$ cat src/rtl/rng_sampler.sv
// Von Neumann debiasing sampler with rejection to a uniform value on [0, LIMIT-1].
// Optional stuck-source health monitor enabled with `define RNG_HEALTH_EN.
module rng_sampler #(
  parameter int unsigned WIDTH     = 4,
  parameter int unsigned LIMIT     = 10,
  parameter int unsigned TIMEOUT   = 255,
  parameter int unsigned STUCK_LEN = 32
) (
  input  logic             clk,
  input  logic             reset,
  input  logic             raw_bit,
  input  logic             raw_valid,
  input  logic             start,
  input  logic             ack,
  output logic [WIDTH-1:0] value,
  output logic             valid,
  output logic             busy,
  output logic             timeout,
  output logic             health_fail
);

  localparam int unsigned PCW = ($clog2(TIMEOUT + 1) > 8) ? $clog2(TIMEOUT + 1) : 8;
  localparam int unsigned BCW = $clog2(WIDTH + 1);

  if (LIMIT == 0 || STUCK_LEN == 0 || WIDTH < 2) begin : g_param_check
    $error("rng_sampler: illegal parameter set");
  end

  typedef enum logic [2:0] {IDLE, FIRST, SECOND, CHECK, DONE} state_t;

  state_t           state_q, state_d;
  logic             a_q, a_d;
  logic [WIDTH-1:0] acc_q, acc_d;
  logic [BCW-1:0]   bit_q, bit_d, bit_inc;
  logic [PCW-1:0]   pair_q, pair_d, pair_sat;
  logic [WIDTH-1:0] value_q, value_d;
  logic             valid_q, valid_d;
  logic             busy_q, busy_d;
  logic             timeout_q, timeout_d;
  logic             hf;
  logic             abort;

  assign bit_inc  = bit_q + 1'b1;
  assign pair_sat = (pair_q == '1) ? pair_q : pair_q + 1'b1;

  always_comb begin
    state_d   = state_q;
    a_d       = a_q;
    acc_d     = acc_q;
    bit_d     = bit_q;
    pair_d    = pair_q;
    value_d   = value_q;
    valid_d   = valid_q;
    timeout_d = timeout_q;
    abort     = 1'b0;
    case (state_q)
      IDLE: begin
        if (start) begin
          if (hf) begin
            abort = 1'b1;
          end else begin
            state_d = FIRST;
            bit_d   = '0;
            pair_d  = '0;
            acc_d   = '0;
          end
        end
      end
      FIRST: begin
        if (hf) begin
          abort = 1'b1;
        end else if (raw_valid) begin
          a_d     = raw_bit;
          state_d = SECOND;
        end
      end
      SECOND: begin
        if (hf) begin
          abort = 1'b1;
        end else if (raw_valid) begin
          pair_d = pair_sat;
          if (a_q != raw_bit) begin
            acc_d = {acc_q[WIDTH-2:0], a_q};
            bit_d = bit_inc;
          end
          // Finishing the last bit takes priority over an expiring pair budget.
          if (a_q != raw_bit && 32'(bit_inc) == WIDTH) begin
            state_d = CHECK;
          end else if (32'(pair_sat) >= TIMEOUT) begin
            abort = 1'b1;
          end else begin
            state_d = FIRST;
          end
        end
      end
      CHECK: begin
        if (32'(acc_q) < LIMIT) begin
          value_d   = acc_q;
          valid_d   = 1'b1;
          timeout_d = 1'b0;
          state_d   = DONE;
        end else begin
          bit_d   = '0;
          acc_d   = '0;
          state_d = FIRST;
        end
      end
      DONE: begin
        if (ack) begin
          valid_d   = 1'b0;
          timeout_d = 1'b0;
          state_d   = IDLE;
        end
      end
      default: state_d = IDLE;
    endcase
    if (abort) begin
      state_d   = DONE;
      value_d   = '0;
      valid_d   = 1'b1;
      timeout_d = 1'b1;
    end
    busy_d = (state_d == FIRST) || (state_d == SECOND) || (state_d == CHECK);
  end

  always_ff @(posedge clk or negedge reset) begin
    if (!reset) begin
      state_q   <= IDLE;
      a_q       <= 1'b0;
      acc_q     <= '0;
      bit_q     <= '0;
      pair_q    <= '0;
      value_q   <= '0;
      valid_q   <= 1'b0;
      busy_q    <= 1'b0;
      timeout_q <= 1'b0;
    end else begin
      state_q   <= state_d;
      a_q       <= a_d;
      acc_q     <= acc_d;
      bit_q     <= bit_d;
      pair_q    <= pair_d;
      value_q   <= value_d;
      valid_q   <= valid_d;
      busy_q    <= busy_d;
      timeout_q <= timeout_d;
    end
  end

`ifdef RNG_HEALTH_EN
  localparam int unsigned RCW = $clog2(STUCK_LEN + 1);

  logic           last_q;
  logic [RCW-1:0] run_q, run_d;
  logic           hf_q;

  // Run length of identical samples, tracked in every state; 0 means no sample yet.
  always_comb begin
    run_d = run_q;
    if (raw_valid) begin
      if (run_q != '0 && raw_bit == last_q) begin
        run_d = (run_q == '1) ? run_q : run_q + 1'b1;
      end else begin
        run_d = RCW'(1);
      end
    end
  end

  always_ff @(posedge clk or negedge reset) begin
    if (!reset) begin
      last_q <= 1'b0;
      run_q  <= '0;
      hf_q   <= 1'b0;
    end else begin
      if (raw_valid) begin
        last_q <= raw_bit;
      end
      run_q <= run_d;
      if (32'(run_d) >= STUCK_LEN) begin
        hf_q <= 1'b1;
      end
    end
  end

  assign hf = hf_q;
`else
  assign hf = 1'b0;
`endif

  assign value       = value_q;
  assign valid       = valid_q;
  assign busy        = busy_q;
  assign timeout     = timeout_q;
  assign health_fail = hf;

endmodule

$ cat config.mk
export PLATFORM = sky130hd
export DESIGN_NAME = rng_sampler
export DESIGN_NICKNAME = d
export VERILOG_FILES = /design/src/rtl/rng_sampler.sv
export SDC_FILE = /design/constraint.sdc
export NUM_CORES = 1
export LEC_CHECK = 0
export CORE_ASPECT_RATIO = 1.75
export CORE_MARGIN = 8
export CORE_UTILIZATION = 50
export CTS_CLUSTER_SIZE = 8
export DETAILED_ROUTE_END_ITERATION = 16
export PLACE_DENSITY = 0.71
export SKIP_CTS_REPAIR_TIMING = 1
export SLEW_MARGIN = 30
export SYNTH_ARGS = -nofsm -noshare
export SYNTH_HDL_FRONTEND = slang
export SYNTH_SLANG_ARGS = --single-unit
export TNS_END_PERCENT = 1
$ cat constraint.sdc
create_clock -name clk -period 4.6 [get_ports clk]
set_clock_uncertainty 0.2 [all_clocks]
set_input_delay 1.38 -clock clk [delete_from_list [all_inputs] [get_ports clk]]
set_output_delay 1.38 -clock clk [all_outputs]
set_load 0.01 [all_outputs]
==> Yosys cells after proc, flatten, opt, wreduce, memory -nomap -nowiden <==
Index checks and enable logic that the tools add are counted.
{ "classes": {"mux": 37, "n_reduce_logical": 14, "eq_ne": 16, "n_lt_le_gt_ge": 2, "add_sub_neg": 2} }
{ "ops": {"columns": ["operator", "count"], "rows": [
  ["two-way mux 3 bit", 12],
  ["two-way mux 4 bit", 7],
  ["two-way mux 8 bit", 3],
  ["one-hot mux 8 bit (2 select lines)", 1],
  ["one-hot mux 3 bit (5 select lines)", 1],
  ["== test 3 x 2 -> 1 bit (second input constant)", 4],
  ["one-hot mux 4 bit (3 select lines)", 1],
  ["two-way mux 1 bit", 9],
  ["one-hot mux 3 bit (3 select lines)", 1],
  ["adder 8 x 1 -> 8 bit (second input constant)", 1],
  ["== test 8 bit (second input constant)", 1],
  ["greater-or-equal comparator 8 bit (second input constant)", 1],
  ["!= test 2 bit (second input constant)", 4],
  ["== test 3 x 1 -> 1 bit (second input constant)", 2],
  ["== test 3 bit (second input constant)", 2],
  ["!= test 3 bit (second input constant)", 2],
  ["AND reduction 3 bit", 2],
  ["nonzero test 2 bit", 3],
  ["nonzero test 3 bit", 2],
  ["AND reduction 5 bit", 1],
  ["< comparator 4 bit (second input constant)", 1],
  ["one-hot mux 1 bit (2 select lines)", 2],
  ["AND reduction 2 bit", 2],
  ["adder 3 x 1 -> 3 bit (second input constant)", 1],
  ["4 further kinds", 5]
]} }
{ "totals": {"ff_bits": 26, "output_inout_bits": 8, "inputBits": 6, "elab_cells": 80} }

==> Depth between registers and ports, before layout <==
{ "depth": {"ltp_word": 11, "mapped_depth": 8, "ltp_nobuf": 6} }

==> Least setup slack after synthesis <==
OpenSTA, ideal clock, no wires.
{ "synth_path": {"kind": "input to register", "from": "in raw_bit", "to": "reg acc_q[1]", "arrival_time_ps": 2267, "cell_stages": 5, "setup_ps": 135, "n_path_buf": 1, "slack_ps": 1998, "required_time_ps": 4265, "cell_sequence": "xor2_1 -> nor2b_1 -> o21ai_0 -> clkbuf_1 -> o21ai_0"} }
{ "synth_between": {"elab_chain_cells": 3} }
{ "synth_rtl": {"columns": ["element", "line", "text"], "rows": [
  ["from (decl)", "11", "input logic raw_bit,"],
  ["!= test 1 bit", "82", "if (a_q != raw_bit) begin"],
  ["!= test 2 bit (no source line)", null, null],
  ["AND reduction 5 bit (no source line)", null, null],
  ["to (signal assigned)", "130", "acc_q <= '0;"],
  ["to (signal assigned)", "140", "acc_q <= acc_d;"],
  ["to (decl)", "33", "logic [WIDTH-1:0] acc_q, acc_d;"]
]} }
Every way passes these cells.
A chain may end at the register's enable or synchronous reset.

==> Worst setup path in the final report <==
{ "layout_path": {"from": "in raw_valid", "to": "reg state_q[2]"} }
{ "layout_between": {"elab_chain_cells": 3, "word_cells_on_any_way": 6, "cone_classes": "mux: 6"} }
{ "layout_rtl": {"columns": ["element", "line", "text"], "rows": [
  ["from (decl)", "12", "input logic raw_valid,"],
  ["two-way mux 3 bit (tied with other cells)", "80", "end else if (raw_valid) begin"],
  ["one-hot mux 3 bit (5 select lines) / two-way mux 1 bit (equally long branches)", null, null],
  ["two-way mux 3 bit (*)", "117", "if (abort) begin"],
  ["net state_d[2]", "31", "state_t state_q, state_d;"],
  ["to (signal assigned)", "138", "state_q <= state_d;"],
  ["to (decl)", "31", null]
]} }
The timed path passes the listed nets; every way through them passes the cells marked *.

==> impl_metrics.json <==
{
  "grt.total_usage_pct": 13.56,
  "synth.distinct_cells": 39,
  "initial_utilization_pct": 51.49,
  "critPathMaxStageDelay_ps": 610,
  "async_reset_ff_share_pct": 100.0,
  "p_per_area_nw_per_um2": 469.9,
  "period_minus_slack_ps": 3264,
  "worstPathRequired_ps": 4600,
  "vias": 1233,
  "yosys-top-cells-area": "dfrtp_1 (44%), nand2_1 (6.1%), o21ai_0 (5.1%)",
  "dp.cells": 195,
  "overflow": 0,
  "dieWidth_um": 57.04,
  "cts_buffers": 3,
  "gp_congestion": 0.9521,
  "hold_viol_final": 0,
  "ys_warn_count": 0,
  "cap_viol_max_count": 0,
  "grt_antenna_before_repair": 0,
  "synth-edff-count": 0,
  "layout_commonest_cell": "dfrtp_1",
  "fin_nets": 181,
  "yosys_most_used_dff": "dfrtp_1",
  "drive_gt1_share_pct": 5.848,
  "slew_violations": 0,
  "max-slew-margin-rel_pct": 61.16,
  "cts_tree": "built",
  "hold_path_class": "register to register",
  "netSwitchingPower_w": 0.0002746,
  "ant_nets": 0,
  "grt_pass1_wl_um": 5506,
  "fin_crit_sh_pct": 70.95,
  "avgSynthCellArea_um2": 8.987,
  "first_pass_iters": 4,
  "synth_top_cell_by_area": "dfrtp_1",
  "critPathKind": "input port to register",
  "worstPathCellList": "clkdlybuf4s50_1 -> nand2_1 -> nor3_1 -> buf_4 -> nand4b_1 -> a2111oi_4 -> nand3b_1",
  "grt_max_degree": 27,
  "diodes": 0,
  "synth_fp_nets": 173,
  "cts_sinks": 26,
  "drt_wl_total_um": 3346,
  "drc": 0,
  "final-setup-viol-count": 0,
  "cp-start-kind": "input port",
  "core_area_um2": 2863,
  "die-area_um2": 5010,
  "ys_seq_area_share_pct": 44.14,
  "p_comb_share_pct": 33.3,
  "hpwl_um": 2456,
  "ir_drop_mv": 0.3105,
  "port_buffers": 12,
  "switching_share_pct": 35.55,
  "h-tree-depth": 1,
  "tns_ps": 0,
  "num_rows": 26,
  "p_seq_share_pct": 42.6,
  "wl_per_cell_um": 16.81,
  "worst_slew_pin_slew_ps": 582.6,
  "crit_slowest_cell": "clkdlybuf4s50_1",
  "netlist_instances": 164,
  "fill_cells": 263,
  "fmaxAchievable_ghz": 0.3064,
  "crit_path_end_kind": "register",
  "yosysTopAreaCellShare_pct": 44.14,
  "status": "complete, no violations",
  "synth_area_um2": 1474,
  "cp.arrival_ps": 3260,
  "clk_path_buf_depth": 2,
  "leakagePower_nw": 0.7316,
  "fin_cells": 199,
  "rsz0062_at_grt": "false",
  "ioPinCount": 14,
  "grt_pass1_vias": 1239,
  "layout_common_cells": "dfrtp_1 (26), nand2_1 (24), o21ai_0 (15)",
  "p_int_w": 0.0004979,
  "clk_pin_slew_ps": 90,
  "clkPwrFrac_pct": 24.1,
  "area_growth_syn_to_layout_pct": 11.55,
  "chipHeight_um": 87.83,
  "drtIter0Drc": 31,
  "cp_max_fo": 11,
  "synth-seq-cells": 26,
  "via_per_inst": 6.196,
  "clk_latency_ps": 270,
  "cts-root-buf": "clkbuf_8"
}
## cell type report
cell class | count | area (um2) | area share (%)
tap | 28 | 35.03 | 2.131
clock buffer | 3 | 41.29 | 2.511
multi-input combinational | 120 | 730.7 | 44.44
timing repair buffer | 14 | 130.1 | 7.915
clock inverter | 1 | 30.03 | 1.826
sequential | 26 | 650.6 | 39.57
inverter | 7 | 26.28 | 1.598
## per-layer routing
metal | vias up | GRT usage, % | share of wire [%]
li1 | 598 | - | -
met1 | 605 | 13.10 | 38
met2 | 24 | 26.26 | 57
met3 | 6 | 2.467 | 3.0
met4 | 0 | 6.223 | 1.4
met5 | - | 0 | 0
## cells in the mapped netlist, types with 3 or more instances
library cell	n
a21o_1	3
a31oi_1	7
o211ai_1	3
a21oi_1	9
nor3_1	3
mux2i_1	4
nand2_1	24
dfrtp_1	26
nand3_1	6
nand4_1	4
clkbuf_1	5
nor2_1	11
ha_1	3
o21ai_0	15
inv_1	7
## worst paths after layout
kind	slack (ps)	depth (start not counted)	endpoint	from
worst max-delay path	1340	7	state_q[2]	raw_valid
worst min-delay path	290	2	bit_q[2]	bit_q[2]
worst max register to register	2280	5	state_q[2]	pair_q[0]
worst min register to register	290	2	bit_q[2]	bit_q[2]
max in group asynchronous	2910	1	acc_q[2]	reset
min in group asynchronous	900	1	acc_q[3]	reset
## stage by stage
step	area [um2]	total power, W	hold WS, ps	utilization [%]	setup WS [ps]
6_report	1644	0.0007725	292.9	57.43	1336
5_1_grt	1644	0.0008253	323.2	57.43	1164
3_5_place_dp	1573	0.0005869	280.0	54.94	1070
4_1_cts	1644	0.0007771	299.9	57.43	1351
3_3_place_gp	1578	0.0005731	261.5	55.11	1182
2_1_floorplan	1474	0.0004888	248.5	-	1998
## cells by family (layout without fill, tap and decap cells)
logic type / count (synthesis) / count (layout) / share of synthesized area, %
AO/OA/AOI/OAI: 48 / 48 / 21.73
XOR/XNOR: 2 / 2 / 1.189
adder cells (fa/ha/maj): 3 / 3 / 2.547
buffers and inverters: 18 / 25 / 6.282
flip-flops: 26 / 26 / 44.14
multiplexers: 5 / 5 / 3.481
other: 1 / 1 / 0.2544
AND/OR/NAND/NOR: 61 / 61 / 20.37
## state kept, by name, summed over array words and instances (netlist names)
register / flops
a_q: 1
acc_q: 4
bit_q: 3
busy: 1
pair_q: 8
state_q: 3
timeout: 1
valid: 1
value: 4
## critical path: cells and delay by family
kind | cells | cell delay [ps]
buffers and inverters | 2 | 810
and+or+nand+nor | 4 | 600
AOI/OAI and AO/OA | 1 | 460
## power groups by stage
stage               Clock, W  Sequential (W)  Combinational [W]
detailed placement         0        0.000332           0.000254
global route        0.000198        0.000340           0.000287
CTS                 0.000192        0.000328           0.000257
finish              0.000186        0.000329           0.000257
floorplan                  0        0.000315           0.000174
global placement           0        0.000328           0.000245
Note: power is estimated with default switching activity, not from simulation.
